$ cat src/rtl/pc_pkg.sv
// Shared types and defaults for the MIPS program-counter sequencer.
package pc_pkg;

  typedef enum logic [1:0] {
    ST_BOOT  = 2'd0,
    ST_FETCH = 2'd1,
    ST_FLUSH = 2'd2
  } state_t;

  typedef enum logic [2:0] {
    SRC_SEQ    = 3'd0,
    SRC_BRANCH = 3'd1,
    SRC_JUMP   = 3'd2,
    SRC_JR     = 3'd3,
    SRC_ERET   = 3'd4
  } src_t;

  localparam logic [31:0] DEF_RESET_VECTOR = 32'h0000_0000;
  localparam logic [31:0] DEF_EXC_VECTOR   = 32'h8000_0180;

  function automatic logic is_misaligned(input logic [31:0] addr);
    return (addr[1:0] != 2'b00);
  endfunction

endpackage

$ cat src/rtl/pc_next_mux.sv
// Next-PC priority select (eret > jr > jump > branch > pc+4) with
// misalignment detection on redirect targets.
module pc_next_mux
  import pc_pkg::*;
(
  input  logic [31:0] pc_plus4,
  input  logic [31:0] epc,
  input  logic        eret,
  input  logic        jr,
  input  logic [31:0] jr_target,
  input  logic        jump,
  input  logic [31:0] jump_target,
  input  logic        branch_taken,
  input  logic [31:0] branch_target,
  output logic [31:0] next_pc,
  output src_t        src,
  output logic        redirect,
  output logic        misaligned
);

  // Priority chain; the sequential path can never be misaligned.
  always_comb begin
    next_pc = pc_plus4;
    src     = SRC_SEQ;
    if (eret) begin
      next_pc = epc;
      src     = SRC_ERET;
    end else if (jr) begin
      next_pc = jr_target;
      src     = SRC_JR;
    end else if (jump) begin
      next_pc = jump_target;
      src     = SRC_JUMP;
    end else if (branch_taken) begin
      next_pc = branch_target;
      src     = SRC_BRANCH;
    end else begin
      next_pc = pc_plus4;
      src     = SRC_SEQ;
    end
    redirect   = (src != SRC_SEQ);
    misaligned = redirect && is_misaligned(next_pc);
  end

endmodule

$ cat src/rtl/pc_sequencer.sv
// Program-counter controller: BOOT/FETCH/FLUSH sequencing, PC/EPC registers.
// Optional delayed-branch behaviour is enabled by defining BRANCH_DELAY_SLOT_EN.
module pc_sequencer
  import pc_pkg::*;
#(
  parameter logic [31:0] RESET_VECTOR = DEF_RESET_VECTOR,
  parameter logic [31:0] EXC_VECTOR   = DEF_EXC_VECTOR,
  parameter int unsigned FLUSH_CYCLES = 1
) (
  input  logic        clk,
  input  logic        rst,
  input  logic        stall,
  output logic        fetch_req,
  input  logic        fetch_ack,
  input  logic        branch_taken,
  input  logic [31:0] branch_target,
  input  logic        jump,
  input  logic [31:0] jump_target,
  input  logic        jr,
  input  logic [31:0] jr_target,
  input  logic        exc_req,
  input  logic        eret,
  output logic [31:0] pc,
  output logic [31:0] pc_plus4,
  output logic [31:0] epc,
  output logic        addr_err,
  output logic        in_flush
);

  localparam logic [1:0] FLUSH_LAST = 2'(FLUSH_CYCLES - 1);

  state_t      state;
  state_t      state_next;
  logic [31:0] pc_next;
  logic [31:0] epc_next;
  logic [31:0] exc_epc;
  logic        addr_err_next;
  logic [1:0]  flush_cnt;
  logic [1:0]  flush_cnt_next;
  logic        advance;
  logic [31:0] mux_pc;
  src_t        mux_src;
  logic        mux_redirect;
  logic        mux_misaligned;

`ifdef BRANCH_DELAY_SLOT_EN
  logic        pend_valid;
  logic        pend_valid_next;
  logic [31:0] pend_target;
  logic [31:0] pend_target_next;
  // In the delay slot the faulting instruction is reported as the branch itself.
  assign exc_epc = pend_valid ? (pc - 32'd4) : pc;
`else
  assign exc_epc = pc;
`endif

  assign advance  = fetch_ack & ~stall;
  assign pc_plus4 = pc + 32'd4;

  pc_next_mux u_next_mux (
    .pc_plus4      (pc_plus4),
    .epc           (epc),
    .eret          (eret),
    .jr            (jr),
    .jr_target     (jr_target),
    .jump          (jump),
    .jump_target   (jump_target),
    .branch_taken  (branch_taken),
    .branch_target (branch_target),
    .next_pc       (mux_pc),
    .src           (mux_src),
    .redirect      (mux_redirect),
    .misaligned    (mux_misaligned)
  );

  // Next-state, next-PC and exception entry.
  always_comb begin
    state_next     = state;
    pc_next        = pc;
    epc_next       = epc;
    addr_err_next  = 1'b0;
    flush_cnt_next = flush_cnt;
`ifdef BRANCH_DELAY_SLOT_EN
    pend_valid_next  = pend_valid;
    pend_target_next = pend_target;
`endif
    case (state)
      ST_BOOT: begin
        state_next = ST_FETCH;
      end
      ST_FETCH: begin
        if (exc_req) begin
          epc_next       = exc_epc;
          pc_next        = EXC_VECTOR;
          state_next     = ST_FLUSH;
          flush_cnt_next = 2'd0;
`ifdef BRANCH_DELAY_SLOT_EN
          pend_valid_next = 1'b0;
`endif
        end else if (advance) begin
`ifdef BRANCH_DELAY_SLOT_EN
          if (pend_valid) begin
            pc_next         = pend_target;
            pend_valid_next = 1'b0;
          end else if (mux_misaligned) begin
            epc_next       = pc;
            pc_next        = EXC_VECTOR;
            addr_err_next  = 1'b1;
            state_next     = ST_FLUSH;
            flush_cnt_next = 2'd0;
          end else if (mux_redirect) begin
            pend_valid_next  = 1'b1;
            pend_target_next = mux_pc;
            pc_next          = pc_plus4;
          end else begin
            pc_next = pc_plus4;
          end
`else
          if (mux_misaligned) begin
            epc_next       = pc;
            pc_next        = EXC_VECTOR;
            addr_err_next  = 1'b1;
            state_next     = ST_FLUSH;
            flush_cnt_next = 2'd0;
          end else begin
            pc_next = mux_pc;
          end
`endif
        end else begin
          state_next = ST_FETCH;
        end
      end
      ST_FLUSH: begin
        if (flush_cnt == FLUSH_LAST) begin
          state_next     = ST_FETCH;
          flush_cnt_next = 2'd0;
        end else begin
          flush_cnt_next = flush_cnt + 2'd1;
        end
      end
      default: begin
        state_next = ST_BOOT;
      end
    endcase
  end

  // State and architectural registers; fetch_req/in_flush registered from next state.
  always_ff @(posedge clk or posedge rst) begin
    if (rst) begin
      state     <= ST_BOOT;
      pc        <= RESET_VECTOR;
      epc       <= 32'h0000_0000;
      addr_err  <= 1'b0;
      flush_cnt <= 2'd0;
      fetch_req <= 1'b0;
      in_flush  <= 1'b0;
`ifdef BRANCH_DELAY_SLOT_EN
      pend_valid  <= 1'b0;
      pend_target <= 32'h0000_0000;
`endif
    end else begin
      state     <= state_next;
      pc        <= pc_next;
      epc       <= epc_next;
      addr_err  <= addr_err_next;
      flush_cnt <= flush_cnt_next;
      fetch_req <= (state_next == ST_FETCH);
      in_flush  <= (state_next == ST_FLUSH);
`ifdef BRANCH_DELAY_SLOT_EN
      pend_valid  <= pend_valid_next;
      pend_target <= pend_target_next;
`endif
    end
  end

endmodule

$ cat config.mk
export PLATFORM = sky130hd
export DESIGN_NAME = pc_sequencer
export DESIGN_NICKNAME = d
export VERILOG_FILES = /design/src/rtl/pc_pkg.sv /design/src/rtl/pc_next_mux.sv /design/src/rtl/pc_sequencer.sv
export SDC_FILE = /design/constraint.sdc
export NUM_CORES = 1
export LEC_CHECK = 0
export ABC_AREA = 1
export CAP_MARGIN = 20
export CORE_AREA = 2 2 110 112
export CTS_CLUSTER_SIZE = 8
export DETAILED_ROUTE_END_ITERATION = 10
export DIE_AREA = 0 0 112 114
export PLACE_DENSITY_LB_ADDON = 0.15
export SYNTH_ARGS = -nofsm -noshare
export SYNTH_HDL_FRONTEND = slang
export SYNTH_HIERARCHICAL = 1
export SYNTH_SLANG_ARGS = --single-unit
$ cat constraint.sdc
create_clock -name clk -period 2.4 [get_ports clk]
set_input_delay 0.24 -clock clk [delete_from_list [all_inputs] [get_ports clk]]
set_output_delay 0.24 -clock clk [all_outputs]
set_load 0.01 [all_outputs]
After elaboration in Yosys (flattened, before gate mapping)

Index checks and enable logic that the tools add are counted.

Bits in registers: 71
Input bits: 105
Word-level logic and storage cells: 56
Output and inout bits: 99

$add $sub $neg: 2
Bitwise gates (word level): 2
Reductions and logical operators: 11
Eq/ne operators: 6
Mux-type cells: 28

Operators with widths:

| kind                                                | count |
|---|---|
| 2-to-1 mux 32 bit                                   | 10 |
| adder 32 x 3 -> 32 bit, second input constant       | 1 |
| 2-to-1 mux 2 bit                                    | 8 |
| 2-to-1 mux 3 bit                                    | 3 |
| nonzero test 2 bit                                  | 4 |
| inequality test 3 bit, second input constant        | 2 |
| one-hot mux 2 bit (3 select lines)                  | 1 |
| AND reduction 3 bit                                 | 2 |
| 2-to-1 mux 1 bit                                    | 5 |
| equality test 2 x 1 -> 1 bit, second input constant | 2 |
| equality test 2 bit, second input constant          | 2 |
| logical NOT 2 bit                                   | 2 |
| one-hot mux 2 bit (2 select lines)                  | 1 |
| nonzero test 3 bit                                  | 1 |
| adder 2 x 1 -> 2 bit, second input constant         | 1 |
| AND reduction 2 bit                                 | 1 |
| bitwise AND 1 bit                                   | 1 |
| logical AND 1 bit                                   | 1 |
| NOT 1 bit                                           | 1 |

Depth between registers and ports, before layout

Word-level depth: 12
Depth in mapped cells: 14
Mapped depth without buffers: 12

Hierarchy

Netlist, hierarchy kept.

By module, submodules not included:

| module       | sequential area each (um2) | instances | cells each | area an instance (um2) |
|---|---|---|---|---|
| pc_sequencer | 1776.7                     | 1         | 458        | 3574.7 |
| pc_next_mux  | 0.0                        | 1         | 303        | 1460.2 |

Worst setup path after synthesis

Ideal clock, no wire load.

Path type: register -> register
From: register pc[3]
To: register pc[8]
Arrival: 1.769 ns
Data required time: 2.317 ns
Slack: 0.548 ns
Library setup time: 0.083 ns
Period minus slack after synthesis: 1.852 ns
Buffers on the path: 0
Cell stages (with the launch flop): 11
Cells stage by stage: dfrtp_1 > ha_1 > nand3_1 > nor2_1 > xor2_1 > nor2_1 > nor2_2 > o21ai_1 > a21oi_2 > o21ai_0 > o21ai_0

Cells in the longest elaborated chain, start to end: 8

Ends and longest elaborated chain:

| item                   | RTL line            | RTL |
|---|---|---|
| start, declared        | pc_sequencer.sv:23  | `output logic [31:0] pc,` |
| start signal, assigned | pc_sequencer.sv:163 | `pc <= pc_next;` |
| adder 32 x 3 -> 32 bit | pc_sequencer.sv:58  | `assign pc_plus4 = pc + 32'd4;` |
| via pc_plus4[8]        | pc_sequencer.sv:24  | `output logic [31:0] pc_plus4,` |
| 2-to-1 mux 32 bit      | pc_next_mux.sv:34   | `end else if (branch_taken) begin` |
| 2-to-1 mux 32 bit      | pc_next_mux.sv:31   | `end else if (jump) begin` |
| 2-to-1 mux 32 bit      | pc_next_mux.sv:28   | `end else if (jr) begin` |
| 2-to-1 mux 32 bit      | pc_next_mux.sv:25   | `if (eret) begin` |
| via mux_pc[8]          | pc_sequencer.sv:41  | `logic [31:0] mux_pc;` |
| 2-to-1 mux 32 bit      | pc_sequencer.sv:119 | `if (mux_misaligned) begin` |
| 2-to-1 mux 32 bit      | pc_sequencer.sv:100 | `end else if (advance) begin` |
| 2-to-1 mux 32 bit      | pc_sequencer.sv:92  | `if (exc_req) begin` |

The timed path passes the listed nets, and every way through them passes these cells. The select of a mux whose other input is x is not followed.
A chain may end at the register's enable or synchronous reset.

Worst setup path in the final report

From: register pc[14]
To: output pc_plus4[29]

Cells in the longest elaborated chain, start to end: 1

Ends and longest elaborated chain:

| item                   | RTL line |
|---|---|
| adder 32 x 3 -> 32 bit | pc_sequencer.sv:58 |
| end, declared          | pc_sequencer.sv:24 |

Every way passes these cells.

==> summary.md <==
| Metric | Value |
|---|---|
| Status | `completed` |
| Power Total | `around 7 mW` |
| CP Data Required Time | `approximately 2.2 ns` |
| Pins Over Slew Limit | `0` |
| Clk_skew | `a little over 0.01 ns` |
| Final worst path period share | `between 90% and 100%` |
| Die Area | `approximately 13000 µm²` |
| Share of layout cells above drive strength 1 | `~14%` |
| Vias in the first global route | `5477` |
| Clock Sink Count | `just over 70` |
| Most used cell, CP | `nand2_1` |
| Drt drc | `0` |
| Delay-heaviest family, CP | `simple AND/OR/NAND/NOR gates` |
| Final hold vios | `0` |
| Critical-path cell list | `nand2_1, nor2_1, nand2_1, nor2_2, nand3_1, nand2_1, clkdlybuf4s50_1` |
| TritonCTS clock tree | `built` |
| P_leak | `~3.3 nW` |
| DRT Wirelength | `16920 µm` |
| GPL Wtd Cong | `0.9056` |
| Slew margin rel. | `~59%` |
| Longest Clk Path Bufs | `2` |
| Reg clk slew, reported paths | `around 0.06 ns` |
| Slowest CP cell | `clkdlybuf4s50_1` |
| Final nets | `approximately 1100` |
| Clock root buffer | `clkbuf_16` |
| Cell row count | `40` |
| Antenna-violating nets left | `0` |
| FMAX | `about 430 MHz` |
| PD cells | `928.9 nW/µm²` |
| Core area | `11710 µm²` |
| Routed vias | `approximately 5700` |
| Setup Crit Path Kind | `flop to primary output` |
| # setup viols final | `0` |
| CP Launch Type | `flop` |
| Gr usage total | `approximately a quarter` |
| TNS Setup | `0 ns` |
| Crit path max fanout | `3` |
| Synth Instances | `between 700 and 800` |
| Max IR drop VDD | `0.4672 mV` |
| Chip height | `roughly 110 µm` |
| Mapped cell area | `approximately 5000 µm²` |
| DR WL/cell | `~15 µm` |
| Largest net degree at the start of global routing | `between 70 and 80` |
| DRT iter0 DRCs | `between 300 and 400` |
| CP Capture Type | `primary output` |
| Mapped Nets | `around 870` |
| I/O pins | `204` |
| First-pass GRT wire length | `about 27000 µm` |
| Synthesized area per cell | `between 6 and 7 µm²` |
| Delay of the slowest critical-path stage | `approximately 0.56 ns` |
| Vias per cell | `5.101` |
| N_diodes | `0` |
| Drt pass-1 iters | `4` |
| WP buf/inv | `1` |
| Crit path time final | `around 2.3 ns` |
| Worst Tran Pin Value | `slightly above 0.6 ns` |
| Ys Warns | `6` |
| Area Overhead vs Synth | `53.12%` |
| Unrepaired setup endpoints after global routing | `true` |
| Detailed Place HPWL | `12510 µm` |
| Htree depth | `3` |
| Initial core utilization | `a little over two fifths` |
| Die W | `between 100 and 150 µm` |
| Commonest non-fill, non-tap cell in the layout | `nand2_1` |
| # port buffers | `203` |
| Maxcap violations | `0` |
| Num CTS Buffers | `9` |
| Antenna violations before repair | `0` |
| Most frequent cells in the layout | `nand2_1, clkdlybuf4s50_1, nor2_1, dfrtp_1, o21ai_0` |
| Clk_lat worst skew | `around 0.33 ns` |
| GR Overflow Total | `0` |
| HP Class | `input port to asynchronous set/reset pin` |
| Crit path DAT | `2.08 ns` |
[state kept, by name (all words and copies together), names as in the netlist]
| name | count |
|---|---|
| in_flush | 1 |
| epc | 32 |
| flush_cnt | 2 |
| pc | 32 |
| addr_err | 1 |
| fetch_req | 1 |
| state | 2 |
[power breakdown]
part	switching (mW)	internal (mW)
clock	0.498	0.828
sequential	0.500	1.70
combinational	1.79	1.81
[metrics by stage]
stage / hold slack (ns) / area [µm²] / std cells / util (%) / setup WS, ns
after floorplan: 0.3107 / 5012 / 757 / - / 0.3634
after global placement: 0.4860 / 7153 / 1088 / 61.08 / 0.1246
after detailed placement: 0.4920 / 7153 / 1088 / 61.08 / 0.08255
after CTS: 0.3315 / 7521 / 1111 / 64.22 / 0.01271
after global routing: 0.3613 / 7675 / 1123 / 65.53 / -0.005943
final: 0.3138 / 7675 / 1123 / 65.53 / 0.08056
[worst reg2reg max path, stage by stage (launching register included)]
cell	delay (ns)
dfrtp_1	0.39
ha_2	0.23
inv_1	0.09
nor2_1	0.11
nand2_1	0.13
nor2_4	0.12
buf_4	0.14
nand2_1	0.05
nand2_1	0.06
nand2_1	0.08
o21ai_1	0.16
a21oi_2	0.07
nand3_1	0.08
o21ai_0	0.08
[layout make-up]
class                      count  area [µm²]
clock buffer                  12       246.5
clock inverter                 4       45.04
fill                        1098        4036
inverter                      60       225.2
multi-input combinational    586        2843
sequential                    71        1788
tap                          147       183.9
timing repair buffer         243        2344
[timing repair]
action	CTS	global route
endpoints found under the hold margin	0	0
pin swaps	3	4
hold buffers	0	0
endpoints found under the setup margin	20	12
gates resized for setup	23	24
buffers inserted	7	12
[path summary, 6_finish.rpt]
path / start / endpoint / slack (ns) / depth (start not counted)
max in group asynchronous: rst / pc[23]$_DFFE_PP0P_ / 1.75 / 3
worst min-delay path: rst / epc[5]$_DFFE_PP0P_ / 0.31 / 3
worst max-delay path: pc[14]$_DFFE_PP0P_ / pc_plus4[29] / 0.08 / 7
worst max register to register: pc[3]$_DFFE_PP0P_ / pc[20]$_DFFE_PP0P_ / 0.49 / 13
worst min register to register: flush_cnt[0]$_DFFE_PP0P_ / flush_cnt[0]$_DFFE_PP0P_ / 0.51 / 2
min in group clk: flush_cnt[0]$_DFFE_PP0P_ / flush_cnt[0]$_DFFE_PP0P_ / 0.51 / 2
[per-layer routing]
metal  vias up  part of all wire, %  global-route usage, %
met5         -                    0                      0
met4         0                  1.1                  7.154
met3        18                  6.9                  4.995
met2       203                   48                  44.97
met1      2654                   44                  34.39
li1       2853                    -                      -
(Power assumes the default switching activity.)
